File: src/rtl/ddr_dimm_rd_responder.sv
// DIMM-side READ responder: queues READs, fetches two cycles ahead of each beat, drives DQ/DQS with pre/postamble.
// Latency RL = AL + CL from command to first beat; no backpressure, READs that cannot be scheduled pulse rd_err.
module ddr_dimm_rd_responder #(
   parameter int DATA_W = 8,
   parameter int COL_W  = 10,
   parameter int QDEPTH = 4,
   parameter int TS_W   = 6
) (
   input  logic                  clock_t,
   input  logic                  reset_n,
   input  logic                  cs_n,
   input  logic                  act_n,
   input  logic                  ras_n,
   input  logic                  cas_n,
   input  logic                  we_n,
   input  logic [1:0]            bg,
   input  logic [1:0]            ba,
   input  logic [COL_W-1:0]      addr,
   input  logic                  a12_bc_n,
   input  logic [1:0]            burst_length,
   input  logic [1:0]            al_dly,
   input  logic [4:0]            cas_dly,
   input  logic                  r_pre,
   output logic                  mem_rd_en,
   output logic [COL_W+3:0]      mem_addr,
   input  logic [2*DATA_W-1:0]   mem_rdata,
   output logic [2*DATA_W-1:0]   dq_out,
   output logic                  dq_oe,
   output logic                  dqs_t,
   output logic                  dqs_c,
   output logic                  dqs_oe,
   output logic                  rd_busy,
   output logic                  rd_err
);

   localparam int AW = COL_W + 4;
   localparam int NE = QDEPTH + 1;

   function automatic logic [TS_W-1:0] f_len(input logic chop);
      return chop ? TS_W'(2) : TS_W'(4);
   endfunction

   logic [TS_W-1:0]     r_cnt;
   logic [QDEPTH-1:0]   r_vld;
   logic [QDEPTH-1:0]   r_chop;
   logic [QDEPTH-1:0]   r_lpre;
   logic [TS_W-1:0]     r_dstart [QDEPTH];
   logic [AW-1:0]       r_base   [QDEPTH];

   logic                r_mem_rd_en;
   logic [AW-1:0]       r_mem_addr;
   logic [2*DATA_W-1:0] r_dq_out;
   logic                r_dq_oe;
   logic                r_dqs_t;
   logic                r_dqs_c;
   logic                r_dqs_oe;
   logic                r_rd_busy;
   logic                r_rd_err;

   logic                w_is_rd;
   logic [4:0]          w_al;
   logic [6:0]          w_rl;
   logic                w_new_chop;
   logic [TS_W-1:0]     w_new_d;
   logic [TS_W-1:0]     w_now1;
   logic [AW-1:0]       w_new_base;

   logic [QDEPTH-1:0]   w_live;
   logic [QDEPTH-1:0]   w_slot;
   logic                w_ovl;
   logic                w_acc;
   logic                w_err;
   logic [TS_W-1:0]     w_gap_a [QDEPTH];
   logic [TS_W-1:0]     w_gap_b [QDEPTH];

   logic [NE-1:0]       w_ev;
   logic [NE-1:0]       w_echop;
   logic [NE-1:0]       w_epre;
   logic [TS_W-1:0]     w_ed   [NE];
   logic [AW-1:0]       w_eb   [NE];
   logic [TS_W-1:0]     w_edf  [NE];
   logic [TS_W-1:0]     w_fx   [NE];
   logic [TS_W-1:0]     w_lead [NE];

   logic                w_fetch;
   logic [AW-1:0]       w_faddr;
   logic                w_data;
   logic                w_pre;

   always_comb begin
      w_is_rd = !cs_n && act_n && ras_n && !cas_n && we_n;
      case (al_dly)
         2'b01:   w_al = cas_dly - 5'd1;
         2'b10:   w_al = cas_dly - 5'd2;
         default: w_al = 5'd0;
      endcase
      w_rl       = {2'b00, cas_dly} + {2'b00, w_al};
      w_new_chop = (burst_length == 2'b10) || (burst_length == 2'b01 && !a12_bc_n);
      w_now1     = r_cnt + TS_W'(1);
      w_new_d    = r_cnt + TS_W'(w_rl);
      w_new_base = {bg, ba, addr} & ~(w_new_chop ? AW'(3) : AW'(7));
   end

   // An entry whose last beat is the current cycle retires at this edge, so its slot is reusable now.
   always_comb begin
      w_live = '0;
      w_slot = '0;
      w_ovl  = 1'b0;
      for (int i = QDEPTH - 1; i >= 0; i--) begin
         w_gap_a[i] = w_new_d - r_dstart[i];
         w_gap_b[i] = r_dstart[i] - w_new_d;
         w_live[i]  = r_vld[i] && ((w_now1 - r_dstart[i]) != f_len(r_chop[i]));
         if (w_live[i] && ((w_gap_a[i] < f_len(r_chop[i])) || (w_gap_b[i] < f_len(w_new_chop))))
            w_ovl = 1'b1;
         if (!w_live[i])
            w_slot = QDEPTH'(1) << i;
      end
      w_acc = w_is_rd && !(&w_live) && (w_rl >= 7'd3) && !w_ovl;
      w_err = w_is_rd && !w_acc;
   end

   // The incoming READ joins the scan so RL=3 can fetch/preamble in the very next cycle.
   always_comb begin
      for (int i = 0; i < QDEPTH; i++) begin
         w_ev[i]    = r_vld[i];
         w_echop[i] = r_chop[i];
         w_epre[i]  = r_lpre[i];
         w_ed[i]    = r_dstart[i];
         w_eb[i]    = r_base[i];
      end
      w_ev[QDEPTH]    = w_acc;
      w_echop[QDEPTH] = w_new_chop;
      w_epre[QDEPTH]  = r_pre;
      w_ed[QDEPTH]    = w_new_d;
      w_eb[QDEPTH]    = w_new_base;
   end

   always_comb begin
      w_fetch = 1'b0;
      w_faddr = '0;
      w_data  = 1'b0;
      w_pre   = 1'b0;
      for (int i = 0; i < NE; i++) begin
         w_edf[i]  = w_now1 - w_ed[i];
         w_fx[i]   = w_edf[i] + TS_W'(2);
         w_lead[i] = w_ed[i] - w_now1;
         if (w_ev[i]) begin
            if (w_fx[i] < f_len(w_echop[i])) begin
               w_fetch = 1'b1;
               w_faddr = w_eb[i] + AW'({w_fx[i][1:0], 1'b0});
            end
            if (w_edf[i] < f_len(w_echop[i]))
               w_data = 1'b1;
            if ((w_lead[i] == TS_W'(1)) || (w_epre[i] && (w_lead[i] == TS_W'(2))))
               w_pre = 1'b1;
         end
      end
   end

   // Data beats win over preamble/postamble, which is what makes back-to-back bursts seamless.
   always_ff @(posedge clock_t or negedge reset_n) begin
      if (!reset_n) begin
         r_cnt       <= '0;
         r_vld       <= '0;
         r_chop      <= '0;
         r_lpre      <= '0;
         for (int i = 0; i < QDEPTH; i++) begin
            r_dstart[i] <= '0;
            r_base[i]   <= '0;
         end
         r_mem_rd_en <= 1'b0;
         r_mem_addr  <= '0;
         r_dq_out    <= '0;
         r_dq_oe     <= 1'b0;
         r_dqs_t     <= 1'b0;
         r_dqs_c     <= 1'b0;
         r_dqs_oe    <= 1'b0;
         r_rd_busy   <= 1'b0;
         r_rd_err    <= 1'b0;
      end else begin
         r_cnt <= w_now1;
         for (int i = 0; i < QDEPTH; i++) begin
            if (w_acc && w_slot[i]) begin
               r_vld[i]    <= 1'b1;
               r_chop[i]   <= w_new_chop;
               r_lpre[i]   <= r_pre;
               r_dstart[i] <= w_new_d;
               r_base[i]   <= w_new_base;
            end else begin
               r_vld[i]    <= w_live[i];
            end
         end
         r_mem_rd_en <= w_fetch;
         r_mem_addr  <= w_faddr;
         r_dq_out    <= w_data ? mem_rdata : '0;
         r_dq_oe     <= w_data;
         r_dqs_t     <= w_data;
         r_dqs_c     <= !w_data && (w_pre || r_dq_oe);
         r_dqs_oe    <= w_data || w_pre || r_dq_oe;
         r_rd_busy   <= (|w_live) || w_acc;
         r_rd_err    <= w_err;
      end
   end

   assign mem_rd_en = r_mem_rd_en;
   assign mem_addr  = r_mem_addr;
   assign dq_out    = r_dq_out;
   assign dq_oe     = r_dq_oe;
   assign dqs_t     = r_dqs_t;
   assign dqs_c     = r_dqs_c;
   assign dqs_oe    = r_dqs_oe;
   assign rd_busy   = r_rd_busy;
   assign rd_err    = r_rd_err;

endmodule

File: config.mk
export PLATFORM = sky130hd
export DESIGN_NAME = ddr_dimm_rd_responder
export DESIGN_NICKNAME = d
export VERILOG_FILES = /design/src/rtl/ddr_dimm_rd_responder.sv
export SDC_FILE = /design/constraint.sdc
export NUM_CORES = 1
export LEC_CHECK = 0
export BUFFER_PORTS_ARGS = -buffer_cell sky130_fd_sc_hd__buf_4
export CAP_MARGIN = 0
export CORE_ASPECT_RATIO = 1.5
export CORE_UTILIZATION = 60
export DETAILED_ROUTE_END_ITERATION = 6
export HOLD_SLACK_MARGIN = 0.12
export PLACE_DENSITY = 0.8
export SETUP_SLACK_MARGIN = 0.02
export SLEW_MARGIN = 20
export SYNTH_ARGS = -nofsm -noshare
export SYNTH_HDL_FRONTEND = slang
export SYNTH_SLANG_ARGS = --single-unit
File: constraint.sdc
create_clock -name clock_t -period 7.6 [get_ports clock_t]
set_clock_uncertainty 0.15 [all_clocks]
set_input_delay 0.76 -clock clock_t [delete_from_list [all_inputs] [get_ports clock_t]]
set_output_delay 0.76 -clock clock_t [all_outputs]
set_load 0.1 [all_outputs]
=== Word-level counts from Yosys, hierarchy flattened ===
Cells that the tools add are included.

* Register bits: 134

* Bitwise operators: 2
* Muxes and demuxes: 60
* Add/subtract/negate cells: 33
* Order comparisons: 19
* Reduce and logical (&&, ||, !) cells: 50
* Eq/ne operators: 18

{| class="wikitable"
|+ Operators with widths
! cell !! count
|-
| $mux 14 || 10
|-
| $sub 6x6->6 || 18
|-
| $lt 6x6->1 || 13
|-
| $add 14x3->14 || 5
|-
| $mux 1 || 38
|-
| $add 6x2->6 const B || 5
|-
| $eq 6x1->1 const B || 5
|-
| $eq 6x2->1 const B || 5
|-
| $lt 6x3->1 || 5
|-
| $logic_and 1x1->1 || 27
|-
| $ne 6x6->1 || 4
|-
| $mux 3 || 6
|-
| $mux 16 || 1
|-
| $mux 4 || 4
|-
| $and 14x14->14 || 1
|-
| $logic_or 1x1->1 || 14
|-
| $not 3->14 || 1
|-
| $pmux 5 s2 || 1
|-
| $logic_not 1->1 || 7
|-
| $add 5x5->6 || 1
|-
| $add 6x1->6 const B || 1
|-
| $add 6x6->6 || 1
|-
| $ge 6x2->1 const B || 1
|-
| $sub 5x1->5 const B || 1
|-
| other kinds (5) || 7
|}

=== Depth between registers and ports, before layout ===
* Depth after elaboration: 17
* Mapped depth: 25

=== Worst setup path before layout ===
No wires, ideal clock.

* Kind: input to register
* Start point: input port cas_dly[1]
* End point: register r_base[54] (netlist bit)
* Data required time: 7.322 ns
* Stages on the path: 25
* Arrival time: 6.071 ns
* Path buffers: 3
* Path slack: 1.252 ns
* Setup time: 0.128 ns
* Cell sequence: inv_1 ha_1 nand2b_1 a21oi_1 ha_1 a31o_2 a21oi_1 xnor2_1 ha_1 a21oi_1 o21ai_0 xnor2_1 inv_1 ha_1 clkbuf_1 xor2_1 or3_1 a221oi_1 a22oi_1 a211oi_1 a211o_1 buf_2 or3b_1 buf_4 mux2_1

* Word-level cells in the longest chain between the ends: 15
* Elaborated cells on any way between the ends: 38
* Classes of those cells: add/sub (12); order compare (9); mux (5); reduce/logical (12)

{| class="wikitable"
|+ Ends and longest elaborated chain
! what !! line !! text
|-
| from (decl) || 22 || <nowiki>input logic [4:0] cas_dly,</nowiki>
|-
| $sub 5x2->5 or $sub 5x1->5 (tied branches) || 94, 93 ||
|-
| $pmux 5 s2 || 92 || <nowiki>case (al_dly)</nowiki>
|-
| $add 5x5->6 * || 97 || <nowiki>w_rl = {2'b00, cas_dly} + {2'b00, w_al};</nowiki>
|-
| $add 6x6->6 || 100 || <nowiki>w_new_d = r_cnt + TS_W'(w_rl);</nowiki>
|-
| $sub 6x6->6 (on tied branches) || 110, 111 ||
|-
| $lt 6x6->1 || 113 || <nowiki>if (w_live[i] && ((w_gap_a[i] < f_len(r_chop[i])) || (w_gap_b[i] < f_len(w_new_chop))))</nowiki>
|-
| $logic_or 1x1->1 || 113 ||
|-
| $logic_and 1x1->1 || 113 ||
|-
| $mux 1 (4 in a row) || 113 ||
|-
| $logic_not 1->1 || 118 || <nowiki>w_acc = w_is_rd && !(&w_live) && (w_rl >= 7'd3) && !w_ovl;</nowiki>
|-
| $logic_and 1x1->1 * || 118 ||
|-
| $logic_and 1x1->1 * || 183 || <nowiki>if (w_acc && w_slot[i]) begin</nowiki>
|-
| to (signal, indexed assignment) || 188 || <nowiki>r_base[i] <= w_new_base;</nowiki>
|-
| to (decl) || 48 || <nowiki>logic [AW-1:0] r_base [QDEPTH];</nowiki>
|}

Mark *: on every way between the ends. The rest lies on a longest branch, timed or not.
A chain may end at the register's enable or synchronous reset.

=== Worst setup path in the final report ===
* Start point: input port cas_dly[1]
* End point: register r_base[49] (netlist bit)

The elaborated chain is that of the path after synthesis.

==> impl.org <==
** Timing
- The total count of hold-check failures in the final report is 0.
- The max-slew violation total from the final report came to 0.
- Subtracting the final worst setup slack from the clock period gives 6.56 ns.
- The worst pin sits at a relative slew slack of 26.2%.
- Setup repair after global routing left no endpoint under its margin.
- Slew at the pin closest to its max-slew limit :: 1.10 ns
- Total negative slack :: 0 ns
- Of the available clock period, the critical path in the final layout requires 86.3%.
- Maximum clock rate :: 0.152 GHz
- Across all hold checks on the routed design, the worst slack comes to 0.105 ns.
- Setup violations remaining at the end of the flow were counted as 0.

** Place
- Post-detail-place hpwl :: 23.4 mm
- RD Place Congestion :: 0.974
- In this run the tool buffered the top-level ports with 81 buffer cells.

** Power and ir drop
- Part of the power in combinational logic :: 53.0%
- Net switching share of the total power :: 44.0%
- The design draws 0.00381 W.
- Internal power comes to 0.00213 W.
- Net switching component of the power :: 0.00167 W
- Portion of total power attributed to sequential cells :: 24.6%
- Total power divided by cell area :: 296 nW/um^2
- Worst vdd rail ir drop :: 0.191 mV
- Leakage power figure :: 6.28 nW
- The clock network accounts for 22.5% of the total power.

** Cells and area
- In the final layout, the share of cells above drive strength 1 is 15.9%.
- Number of nets at the end of the flow :: 1449
- Number of inserted diodes :: 0
- Compared with the post-synthesis result, the final layout area differs by 14.1%.
- Once layout is complete, the utilization of the core stands at 69.6%.

** Die
- Number of top-level pins :: 85
- The floorplan step defined a die boundary enclosing 19300 um^2.
- Die Height :: 170 um
- Core area :: 18500 um^2
- The die is 114 um wide.
- Starting density of the core :: 61.0%
- Number of rows in the core area :: 61

** CTS
- Register clock-pin slew on the reported worst setup and hold paths :: 0.06 ns
- CTS tree :: built
- For this design, the CTS-stage hold fixing added 0 buffers.
- The clock reaches the later pin of the worst-skew pair after 0.43 ns.
- H-tree Lvls :: 4
- The number of clock buffers added by TritonCTS is 17.
- The clock passes through at most 2 buffers.
- Number of buffers inserted to repair setup after CTS :: 0
- Buffer type at the clock tree root :: clkbuf_16
- # clock sinks :: 125
- Once the clock tree was built, the resizer swapped 0 gates to a different size.

** Global routing
- Initial antenna violation count :: 1
- For this run the aggregate overflow at the end of global routing stands at 0.
- Largest net degree at the start of global routing :: 78
- Global-route wire length before repair :: 48.1 mm
- Number of global-route vias before repair :: 9520
- In the global route stage, overall resource usage came out at 32.7%.

** Synth
- Distinct cell type count after synthesis :: 76
- Cell type with the largest total area after synthesis :: dfrtp_1
- Share of Yosys cell area claimed by the top area cell type :: 27.8%
- For this run, the number of Yosys warnings is 0.
- Fraction of synthesis flops using an asynchronous set or reset pin :: 100%
- After synthesis the netlist holds a flip-flop and latch count of 125.
- Counting flops with a built-in enable in the synthesized netlist gives 0.
- The mapped netlist covers 11300 um^2.
- Cells taking the most area after synthesis :: dfrtp_1 (28%), ha_1 (15%), xor2_1 (4.5%)
- Counting every net in the synthesized netlist gives 1360.
- Averaged over all synthesized cells, the footprint is 9.72 um^2.
- Synth Flop Type :: dfrtp_1
- After technology mapping, the gate count stands at 1158.
- Register area share after synthesis :: 27.8%

** Worst setup path
- Maximum fanout count along the critical path :: 20
- Endpoint kind of the worst setup timing path :: flip-flop
- For the worst setup path, the data arrival time is 6.71 ns.
- The worst setup path is launched from a primary input.
- Kind of critical path :: primary input to flip-flop
- At the worst endpoint, the required time is 7.75 ns.

** Detailed routing
- Post-detailed-route count of antenna-violating nets :: 0
- Dividing the detail-routed wire length by the instance count gives 20.3 um.
- Final wirelength :: 30.6 mm
- In this run, the number of DRC markers left after iteration 0 of detailed routing was 742.
- In the routed design, unresolved DRC markers number 0.
- Before antenna repair, the detailed router went through 5 iterations.
- Via count :: 9389
- Using the TritonRoute via totals, the vias-per-cell ratio works out to 6.21.

** Flow run
- Across the run, the number of max-cap violations was 0.

** Worst hold path
- The path class of the tightest hold or removal check is primary input to asynchronous set/reset pin.

** Outcome
- The flow ran to the end, and the final reports show no timing, DRC or antenna violations.
==> state kept, by name, indices dropped and copies added (netlist names) <==
name,cells
r_lpre,4
rd_busy,1
r_chop,4
mem_addr,13
mem_rd_en,1
dqs_oe,1
dq_out,16
r_base,48
r_vld,4
dqs_t,1
r_cnt,6
rd_err,1
r_dstart,24
dqs_c,1
==> power by group through the flow <==
stage	clock network (W)	logic (W)	registers, W
final	0.000855	0.00202	0.000935
after global placement	0	0.00192	0.000932
after CTS	0.000858	0.00200	0.000930
after floorplan	0	0.00132	0.00110
after global routing	0.000889	0.00220	0.000951
after detailed placement	0	0.00198	0.000940
==> cells by family after synthesis <==
logic type / Yosys count / synth area share [%]
compound gates: 241 / 14.6
xor+xnor: 120 / 10.6
fa+ha+maj: 154 / 18.4
buf+inv: 128 / 4.58
flops: 125 / 27.8
mux: 104 / 10.1
other cells: 1 / 0.0333
simple gates: 285 / 13.9
==> critical path: stages <==
cell and delay (ns):
buf_4 0.13, inv_1 0.11, ha_1 0.23, nand2b_1 0.13, a21oi_1 0.25, ha_1 0.28
a31o_2 0.24, a21oi_1 0.27, xnor2_1 0.22, ha_1 0.31, a21oi_1 0.14, o21ai_0 0.12
xnor2_1 0.22, inv_1 0.11, ha_1 0.40, xor2_1 0.20, or3_1 0.31, a221oi_1 0.45
a22oi_1 0.16, a211oi_1 0.30, a211o_1 0.46, or3b_1 0.20, buf_4 0.31, mux2_1 0.37
==> synthesized netlist by cell type (4+ instances only) <==
cell,instances
a221oi_1,6
dfrtp_1,125
or3_1,9
nor3_1,13
mux2_1,40
nand2b_1,24
nor3b_1,4
o21a_1,12
a21o_1,20
nor2b_1,35
o21ai_0,52
a31oi_1,5
xor2_1,58
inv_1,92
buf_2,7
nand2_1,50
nand3_1,39
fa_1,20
xnor2_1,51
o22ai_1,19
ha_1,134
clkbuf_1,19
and3_1,20
buf_4,7
nand3b_1,9
o221ai_1,5
o221a_2,10
mux2_2,33
mux2i_1,31
a211oi_1,10
a21oi_1,58
nor2_1,38
nor4_1,9
xnor3_1,10
nand4_1,13
==> placed cells by master (no fill, tap or decap), types with 4 or more instances in the layout <==
master | Yosys | layout
mux2_2 | 33 | 33
nor3_1 | 13 | 12
a31oi_1 | 5 | 5
nor3b_1 | 4 | 4
buf_4 | 7 | 103
nor4_1 | 9 | 8
o21a_1 | 12 | 12
nand3_1 | 39 | 39
xor2_1 | 58 | 58
fa_1 | 20 | 20
o221a_2 | 10 | 10
nand4_1 | 13 | 13
a221oi_1 | 6 | 6
xnor3_1 | 10 | 10
mux2i_1 | 31 | 31
a21o_1 | 20 | 20
or3_1 | 9 | 9
o21ai_0 | 52 | 51
and3_1 | 20 | 20
o221ai_1 | 5 | 5
ha_1 | 134 | 134
dfrtp_1 | 125 | 125
nand2_1 | 50 | 50
a21oi_1 | 58 | 58
a211oi_1 | 10 | 10
o22ai_1 | 19 | 19
xnor2_1 | 51 | 51
nand3b_1 | 9 | 9
nor2_1 | 38 | 38
nand2b_1 | 24 | 24
inv_1 | 92 | 92
clkbuf_16 | 0 | 17
mux2_1 | 40 | 40
nor2b_1 | 35 | 35
==> final timing paths <==
path                                     endpoint             startpoint  slack, ns  cells past startpoint
min in group clock_t        r_lpre[1]$_DFFE_PN0P_  r_lpre[1]$_DFFE_PN0P_       0.34                      1
hold / removal             r_base[37]$_DFFE_PN0P_                reset_n       0.10                      1
hold reg to reg             r_lpre[1]$_DFFE_PN0P_  r_lpre[1]$_DFFE_PN0P_       0.34                      1
max in group asynchronous     dq_out[8]$_DFF_PN0_                reset_n       6.11                      2
setup / recovery           r_base[49]$_DFFE_PN0P_             cas_dly[1]       1.04                     24
setup reg to reg            mem_addr[6]$_DFF_PN0_     r_cnt[0]$_DFF_PN0_       1.90                     16
==> final cells by class <==
cell class	count	area (um^2)
Fill cell	1454	5620
Sequential cell	125	3130
Clock inverter	15	189
Multi-Input combinational cell	905	7640
Inverter	93	349
Timing Repair Buffer	105	796
Clock buffer	17	425
Tap cell	252	315
==> stage by stage <==
stage / worst slack, ns / area, um^2 / std cells
2_1_floorplan: 1.25 / 11300 / 1158
3_5_place_dp: 0.641 / 12200 / 1480
5_1_grt: 0.640 / 12800 / 1512
4_1_cts: 1.03 / 12800 / 1512
3_3_place_gp: 0.749 / 12200 / 1480
6_report: 1.04 / 12800 / 1512
==> per-layer routing <==
metal	track usage [%]	wire [um]
met1	33.4	10900
met2	59.4	15900
met3	4.82	1340
met4	25.3	2560
met5	0	13
No activity file was read; power rests on OpenSTA's default activity.
